--- config.mk ---
export PLATFORM = sky130hd
export DESIGN_NAME = load_store_unit
export DESIGN_NICKNAME = d
export VERILOG_FILES = /design/src/rtl/load_store_unit_pkg.sv /design/src/rtl/lsu_align.sv /design/src/rtl/load_store_unit.sv
export SDC_FILE = /design/constraint.sdc
export NUM_CORES = 1
export LEC_CHECK = 0
export BUFFER_PORTS_ARGS = -buffer_cell sky130_fd_sc_hd__buf_2
export CAP_MARGIN = 5
export CORE_AREA = 10 10 119 121
export DETAILED_ROUTE_END_ITERATION = 8
export DIE_AREA = 0 0 129 131
export HOLD_SLACK_MARGIN = 0.08
export PLACE_DENSITY = 0.91
export SETUP_SLACK_MARGIN = 0.2
export SLEW_MARGIN = 20
export SYNTH_ARGS = -nofsm -noshare
export SYNTH_HDL_FRONTEND = slang
export SYNTH_HIERARCHICAL = 1
export SYNTH_SLANG_ARGS = --single-unit
--- constraint.sdc ---
create_clock -name clk_i -period 9.68 [get_ports clk_i]
set_input_delay 1.936 -clock clk_i [delete_from_list [all_inputs] [get_ports clk_i]]
set_output_delay 1.936 -clock clk_i [all_outputs]
set_load 0.02 [all_outputs]
--- src/rtl/load_store_unit_pkg.sv ---
// Shared types for the load/store unit: memory-op codes, FSM states, store lane bundle.
// No logic; helpers classify op codes.
// Imported by load_store_unit, lsu_align and the bench.
package load_store_unit_pkg;

    typedef enum logic [3:0] {
        DMEM_NO  = 4'd0,
        DMEM_LB  = 4'd1,
        DMEM_LH  = 4'd2,
        DMEM_LW  = 4'd3,
        DMEM_LBU = 4'd4,
        DMEM_LHU = 4'd5,
        DMEM_SB  = 4'd6,
        DMEM_SH  = 4'd7,
        DMEM_SW  = 4'd8
    } dmem_type_e;

    typedef enum logic [1:0] {
        LSU_IDLE = 2'd0,
        LSU_REQ  = 2'd1,
        LSU_WAIT = 2'd2,
        LSU_DONE = 2'd3
    } lsu_state_e;

    typedef struct packed {
        logic [3:0]  be;
        logic [31:0] wdata;
    } store_lane_t;

    function automatic logic is_valid_type(input logic [3:0] t);
        return (t >= 4'd1) && (t <= 4'd8);
    endfunction

    function automatic logic is_store(input logic [3:0] t);
        return (t == DMEM_SB) || (t == DMEM_SH) || (t == DMEM_SW);
    endfunction

endpackage

--- src/rtl/lsu_align.sv ---
// Alignment check, store lane steering and load extract/extend.
// Purely combinational, zero latency.
// No flow control; callers register the results.
module lsu_align
    import load_store_unit_pkg::*;
(
    input  logic [3:0]  req_type,
    input  logic [1:0]  req_offset,
    input  logic [31:0] req_wdata,
    input  logic [3:0]  ld_type,
    input  logic [1:0]  ld_offset,
    input  logic [31:0] ld_rdata,
    output logic        misaligned,
    output store_lane_t lane,
    output logic [31:0] ld_data
);

    logic [31:0] shifted;

    always_comb begin
        misaligned = 1'b0;
        lane       = '0;
        case (req_type)
            DMEM_LB, DMEM_LBU: lane.be = 4'b0001 << req_offset;
            DMEM_SB: begin
                lane.be    = 4'b0001 << req_offset;
                lane.wdata = {4{req_wdata[7:0]}};
            end
            DMEM_LH, DMEM_LHU: begin
                misaligned = req_offset[0];
                lane.be    = 4'b0011 << req_offset;
            end
            DMEM_SH: begin
                misaligned = req_offset[0];
                lane.be    = 4'b0011 << req_offset;
                lane.wdata = {2{req_wdata[15:0]}};
            end
            DMEM_LW: begin
                misaligned = |req_offset;
                lane.be    = 4'b1111;
            end
            DMEM_SW: begin
                misaligned = |req_offset;
                lane.be    = 4'b1111;
                lane.wdata = req_wdata;
            end
            default: ;
        endcase
    end

    // Addressed byte/halfword lands in the low lanes before extension.
    assign shifted = ld_rdata >> {ld_offset, 3'b000};

    always_comb begin
        ld_data = '0;
        case (ld_type)
            DMEM_LB:  ld_data = {{24{shifted[7]}}, shifted[7:0]};
            DMEM_LBU: ld_data = {24'd0, shifted[7:0]};
            DMEM_LH:  ld_data = {{16{shifted[15]}}, shifted[15:0]};
            DMEM_LHU: ld_data = {16'd0, shifted[15:0]};
            DMEM_LW:  ld_data = shifted;
            default:  ld_data = '0;
        endcase
    end

endmodule

--- src/rtl/load_store_unit.sv ---
// Memory-stage load/store unit: one op at a time over a req/gnt/rvalid data bus.
// Latency: store 2, load 3 (rvalid one cycle after gnt), misaligned 1 cycle.
// Accepts only in IDLE (req_ready_o); bus stalls on gnt/rvalid hold the FSM.
module load_store_unit
    import load_store_unit_pkg::*;
#(
    parameter int ADDR_W = 32
) (
    input  logic              clk_i,
    input  logic              rst_i,
    input  logic              req_valid_i,
    output logic              req_ready_o,
    input  logic [3:0]        dmem_type_i,
    input  logic [ADDR_W-1:0] addr_i,
    input  logic [31:0]       wdata_i,
    input  logic              kill_i,
    output logic              rsp_valid_o,
    output logic [31:0]       rdata_o,
    output logic              misaligned_o,
    output logic              bus_req_o,
    output logic              bus_we_o,
    output logic [ADDR_W-1:0] bus_addr_o,
    output logic [3:0]        bus_be_o,
    output logic [31:0]       bus_wdata_o,
    input  logic              bus_gnt_i,
    input  logic              bus_rvalid_i,
    input  logic [31:0]       bus_rdata_i
);

    lsu_state_e        state_q, state_d;
    logic [3:0]        type_q;
    logic [ADDR_W-1:0] addr_q;
    store_lane_t       lane_q;
    logic              mis_q;
    logic              kill_q;
    logic [31:0]       rdata_q;

    logic              req_misaligned;
    store_lane_t       req_lane;
    logic [31:0]       ld_data;
    logic              accept;

    lsu_align u_align (
        .req_type   (dmem_type_i),
        .req_offset (addr_i[1:0]),
        .req_wdata  (wdata_i),
        .ld_type    (type_q),
        .ld_offset  (addr_q[1:0]),
        .ld_rdata   (bus_rdata_i),
        .misaligned (req_misaligned),
        .lane       (req_lane),
        .ld_data    (ld_data)
    );

    assign accept = (state_q == LSU_IDLE) && req_valid_i && is_valid_type(dmem_type_i);

    always_ff @(posedge clk_i or posedge rst_i) begin
        if (rst_i) begin
            state_q <= LSU_IDLE;
        end else begin
            state_q <= state_d;
        end
    end

    always_comb begin
        state_d      = state_q;
        req_ready_o  = 1'b0;
        bus_req_o    = 1'b0;
        bus_we_o     = 1'b0;
        bus_addr_o   = '0;
        bus_be_o     = '0;
        bus_wdata_o  = '0;
        rsp_valid_o  = 1'b0;
        rdata_o      = '0;
        misaligned_o = 1'b0;
        unique case (state_q)
            LSU_IDLE: begin
                req_ready_o = 1'b1;
                if (accept) begin
                    state_d = req_misaligned ? LSU_DONE : LSU_REQ;
                end
            end
            LSU_REQ: begin
                bus_req_o   = 1'b1;
                bus_we_o    = is_store(type_q);
                bus_addr_o  = {addr_q[ADDR_W-1:2], 2'b00};
                bus_be_o    = lane_q.be;
                bus_wdata_o = lane_q.wdata;
                // A grant in the kill cycle wins: the transfer is already committed.
                if (bus_gnt_i) begin
                    state_d = is_store(type_q) ? LSU_DONE : LSU_WAIT;
                end else if (kill_i) begin
                    state_d = LSU_IDLE;
                end
            end
            LSU_WAIT: begin
                if (bus_rvalid_i) begin
                    state_d = LSU_DONE;
                end
            end
            LSU_DONE: begin
                state_d = LSU_IDLE;
                if (!kill_q && !kill_i) begin
                    rsp_valid_o  = 1'b1;
                    rdata_o      = rdata_q;
                    misaligned_o = mis_q;
                end
            end
            default: state_d = LSU_IDLE;
        endcase
    end

    always_ff @(posedge clk_i or posedge rst_i) begin
        if (rst_i) begin
            type_q  <= '0;
            addr_q  <= '0;
            lane_q  <= '0;
            mis_q   <= 1'b0;
            kill_q  <= 1'b0;
            rdata_q <= '0;
        end else begin
            if (accept) begin
                type_q  <= dmem_type_i;
                addr_q  <= addr_i;
                lane_q  <= req_lane;
                mis_q   <= req_misaligned;
                kill_q  <= 1'b0;
                rdata_q <= '0;
            end
            if (state_q == LSU_REQ && bus_gnt_i && kill_i) begin
                kill_q <= 1'b1;
            end
            if (state_q == LSU_WAIT) begin
                if (kill_i) begin
                    kill_q <= 1'b1;
                end
                if (bus_rvalid_i) begin
                    rdata_q <= ld_data;
                end
            end
        end
    end

endmodule

# --- Word level (Yosys, flattened, before mapping) ---
# Index checks and enable logic that the tools add are counted.
totals:
  output_inout_bits: 105
  regBits: 108
  in_bits: 106
  wordCells: 81
classes:
  n_mux: 30
  eq_ne: 22
  shift: 3
  reduce_logical: 16
  n_lt_le_gt_ge: 2
op_table:
  columns: ["op", "n"]
  rows:
  - ["32-bit two-way mux", 7]
  - ["32-bit one-hot mux with 5 select lines", 1]
  - ["32-bit one-hot mux with 3 select lines", 1]
  - ["4-bit by 3-bit == test with 1-bit output (second input constant)", 8]
  - ["32-bit by 5-bit >> shifter with 32-bit output", 1]
  - ["4-bit by 2-bit == test with 1-bit output (second input constant)", 4]
  - ["1-bit two-way mux", 12]
  - ["4-bit one-hot mux with 3 select lines", 1]
  - ["2-bit two-way mux", 5]
  - ["4-bit by 1-bit == test with 1-bit output (second input constant)", 2]
  - ["4-bit == test (second input constant)", 2]
  - ["2-bit one-hot mux with 4 select lines", 1]
  - ["1-bit logical AND", 6]
  - ["3-bit OR reduction", 2]
  - ["2-bit == test (second input constant)", 2]
  - ["4-bit by 1-bit >= comparator with 1-bit output (second input constant)", 1]
  - ["4-bit less-or-equal comparator (second input constant)", 1]
  - ["4-bit two-way mux", 1]
  - ["2-bit != test (second input constant)", 2]
  - ["2-bit OR reduction", 2]
  - ["1-bit by 2-bit << shifter with 4-bit output (first input constant)", 1]
  - ["2-bit by 2-bit << shifter with 4-bit output (first input constant)", 1]
  - ["3-bit != test (second input constant)", 1]
  - ["3-bit AND reduction", 1]
  - ["5 further kinds", 7]

# --- Depth between registers and ports, before layout ---
depth:
  depth_word: 7
  depth_mapped: 8
  ltp_nobuf: 6

# --- Modules after synthesis ---
# The synthesis kept the hierarchy.
modules_own_cells:
  columns: ["module", "cells_per_inst", "area_each_um2", "seq_area_each_um2", "instances"]
  rows:
  - ["load_store_unit", 437, 5181.2, 2702.6, 1]
  - ["lsu_align", 204, 1330.0, 0.0, 1]

# --- Worst setup path after synthesis ---
# Ideal clock, no wire load.
synth_timing:
  path_type: "in2out"
  from: "input kill_i"
  to: "output rdata_o[22]"
  setup_slack_ps: 4769
  n_path_buf: 1
  required_time_ps: 7744
  t_arrival_ps: 2975
  stages: 3
  cell_sequence: "nor3_1 -> clkbuf_1 -> and2_1"
synth_via:
  elab_chain_cells: 4
synth_lines:
  columns: ["element", "line", "rtl"]
  rows:
  - ["from (decl)", "load_store_unit.sv:16", "input logic kill_i,"]
  - ["1-bit zero test", "load_store_unit.sv:103", "if (!kill_q && !kill_i) begin"]
  - ["1-bit logical AND", "load_store_unit.sv:103", null]
  - ["32-bit two-way mux", "load_store_unit.sv:103", null]
  - ["32-bit two-way mux", "load_store_unit.sv:76", "unique case (state_q)"]
  - ["to (decl)", "load_store_unit.sv:18", "output logic [31:0] rdata_o,"]
# Every way passes these cells.

# --- Final worst setup path ---
layout_timing:
  from: "input kill_i"
  to: "output rdata_o[18]"
# The elaborated chain is that of the path after synthesis.

==> reports/qor.yml <==
status: "finished, final reports clean"
r2r_cells: 4
cp.required_ps: 7740
die_h_um: 131
hold_violations: 0
yosysWarnings: 6
synth_ff_type: "dfrtp_1"
layout.nets: 929
finalCritPeriodShare_pct: 49.4
rsz0062_at_grt: "no"
skew_ps: 9.33
drv_slew: 0
synth_area_um2: 6510
num_io_pins: 211
drtIter0Drc: 374
max_freq_mhz: 209
synth-edff-count: 0
place_hpwl_um: 13300
hold_ws_ps: 502
min_to: "addr_q[17]"
avgSynthCellArea_um2: 10.2
clkPwrFrac_pct: 20.3
power_density_nw_per_um2: 233
clk_latency_ps: 350
seq_area_frac_synth_pct: 41.5
grt_overflow_total: 0
dieArea_um2: 16900
worstSetupEndpointType: "output port"
post-place-ws_ps: 4900
fp.dieW_um: 129
ctsResizeCount: 0
grt_pass1_wl_um: 28300
clockRootBuffer: "clkbuf_16"
rows: 40
grt_pass1_vias: 5507
gp_congestion: 0.953
drc_errors: 0
hold_class: "reg -> reg"
synth_top_area_share_pct: 41.5
async_reset_ff_share_pct: 100
critPathArrivalTime_ps: 2850
yosys-top-cells-area: "dfrtp_1 (42%), mux2_4 (16%), and2_1 (10%)"
initial_utilization_pct: 55.1
r2r-end: "lane_q[8]"
antenna_found_initial: 2
yosysTopAreaCell: "dfrtp_1"
place.port_buffers: 208
r2r-start: "state_q[1]"
tightest_slew_ps: 978
first_pass_iters: 7
r2r_setup_slack_ps: 6950
min_period_ps: 4780
power_uw: 1840
cts_made_buffers: 9
hold_depth: 1
maxCapViolCount: 0
netlist_top_cells_count: "dfrtp_1 (108), nand2_1 (108), and2_1 (107)"
hold_buffers: 0
p_seq_share_pct: 39.7
ant_nets: 0
power_switching_uw: 647
yosys_register_bits: 108
grt_max_degree: 68
ys_types: 48
path_clk_slew_ps: 70
post_cts_buffers: 0
finalWorstSetupSlack_ps: 4900
wl_um: 18000
design_area_um2: 7880
setup.worst_path.start_class: "input pin"
crit_type: "in -> out"
cts_tree: "yes"
place_area_um2: 7560
postSynthCellCount: 641
slew-limit-headroom_pct: 34.5
pwr-share-comb_pct: 39.9
hp-start: "addr_q[17]"
setup_viol: 0
ir_drop_v: 0.000148
via_per_inst: 5.46
cts_buffer_depth: 2
p_leak_uw: 0.00411
coreArea_um2: 11800
vias: 5338
p_int_uw: 1190
syn_to_final_growth_pct: 21.0
crit_fanout: 34
wl_per_cell_um: 18.4
cts_sinks: 108
p_sw_share_pct: 35.2
drive_gt1_share_pct: 39.4
htreeDepth: 3
grt_use_total_pct: 21.0
fin_setup_tns_ps: 0
-- kinds of logic after synthesis --
kind of cell    synth area share [%]
compound gates                  10.7
flops                           41.5
other cells                   0.0576
buf+inv                         4.17
mux                             21.8
simple gates                    21.8
-- flip-flops by register name (all words and copies together) (netlist names) --
register	flops
kill_q	1
type_q	4
mis_q	1
rdata_q	32
state_q	2
lane_q	36
addr_q	32
-- worst max path at each step --
| stage | cells past startpoint | end | slack [ps] | from |
|---|---|---|---|---|
| 4_1_cts | 5 | rdata_o[18] | 4890 | kill_i |
| 3_3_place_gp | 5 | addr_q[4] | 4960 | dmem_type_i[0] |
| 3_5_place_dp | 5 | rdata_o[13] | 4900 | kill_i |
| 2_1_floorplan | 3 | rdata_o[22] | 4770 | kill_i |
| 6_report | 5 | rdata_o[18] | 4900 | kill_i |
| 5_1_grt | 5 | rdata_o[18] | 4840 | kill_i |
-- power by group through the flow --
stage | clock, µW | combinational (µW) | sequential [µW]
after global routing | 396 | 797 | 754
after global placement | 0 | 698 | 726
after floorplan | 0 | 584 | 689
after detailed placement | 0 | 730 | 732
after CTS | 381 | 733 | 729
final | 373 | 733 | 729
-- metal layers --
layer / track usage, % / routed length, µm / vias to the layer above
li1: - / - / 2549
met1: 25.7 / 7320 / 2533
met2: 34.4 / 8810 / 223
met3: 5.80 / 1450 / 33
met4: 8.56 / 408 / 0
met5: 0 / 0 / -
-- per-stage QoR --
stage,utilization (%),std cells
floorplan,-,642
global placement,63.7,957
detailed placement,64.0,959
CTS,66.6,975
global route,66.7,977
finish,66.7,977
-- layout by cell type, fill, tap and decap left out, types with 2 or more instances in the layout --
master        n
dfrtp_1     108
clkinvlp_4    2
a211oi_1      7
o21a_1        4
diode_2       2
nand2b_1      5
o21ai_1       2
and2_1      107
nor2_1       22
a22o_1       18
a21o_1        2
nand3_1       3
or2_2         2
clkinv_2      2
a22oi_1       2
mux2_4       68
nor2b_1       4
mux2i_1      24
nand2_1     108
o31ai_1       2
mux2_2       12
buf_2       208
clkbuf_16     9
a21oi_1      14
conb_1        2
and3b_1       2
nand3b_1      2
o21ai_0      53
buf_4         3
-- worst max-delay path, stage by stage --
cell,delay [ps]
buf_2,120
nor3_2,170
buf_4,280
and2_1,180
buf_2,160
-- final cells by class --
cell class / instances / area (µm²)
multi-input cells: 488 / 3560
diodes: 2 / 5.00
clock buffers: 10 / 239
clock inverters: 6 / 63.8
inverters: 2 / 10.0
well taps: 147 / 184
repair buffers: 214 / 1120
flip-flops and latches: 108 / 2700
fillers: 942 / 3930
(Power assumes the default switching activity.)
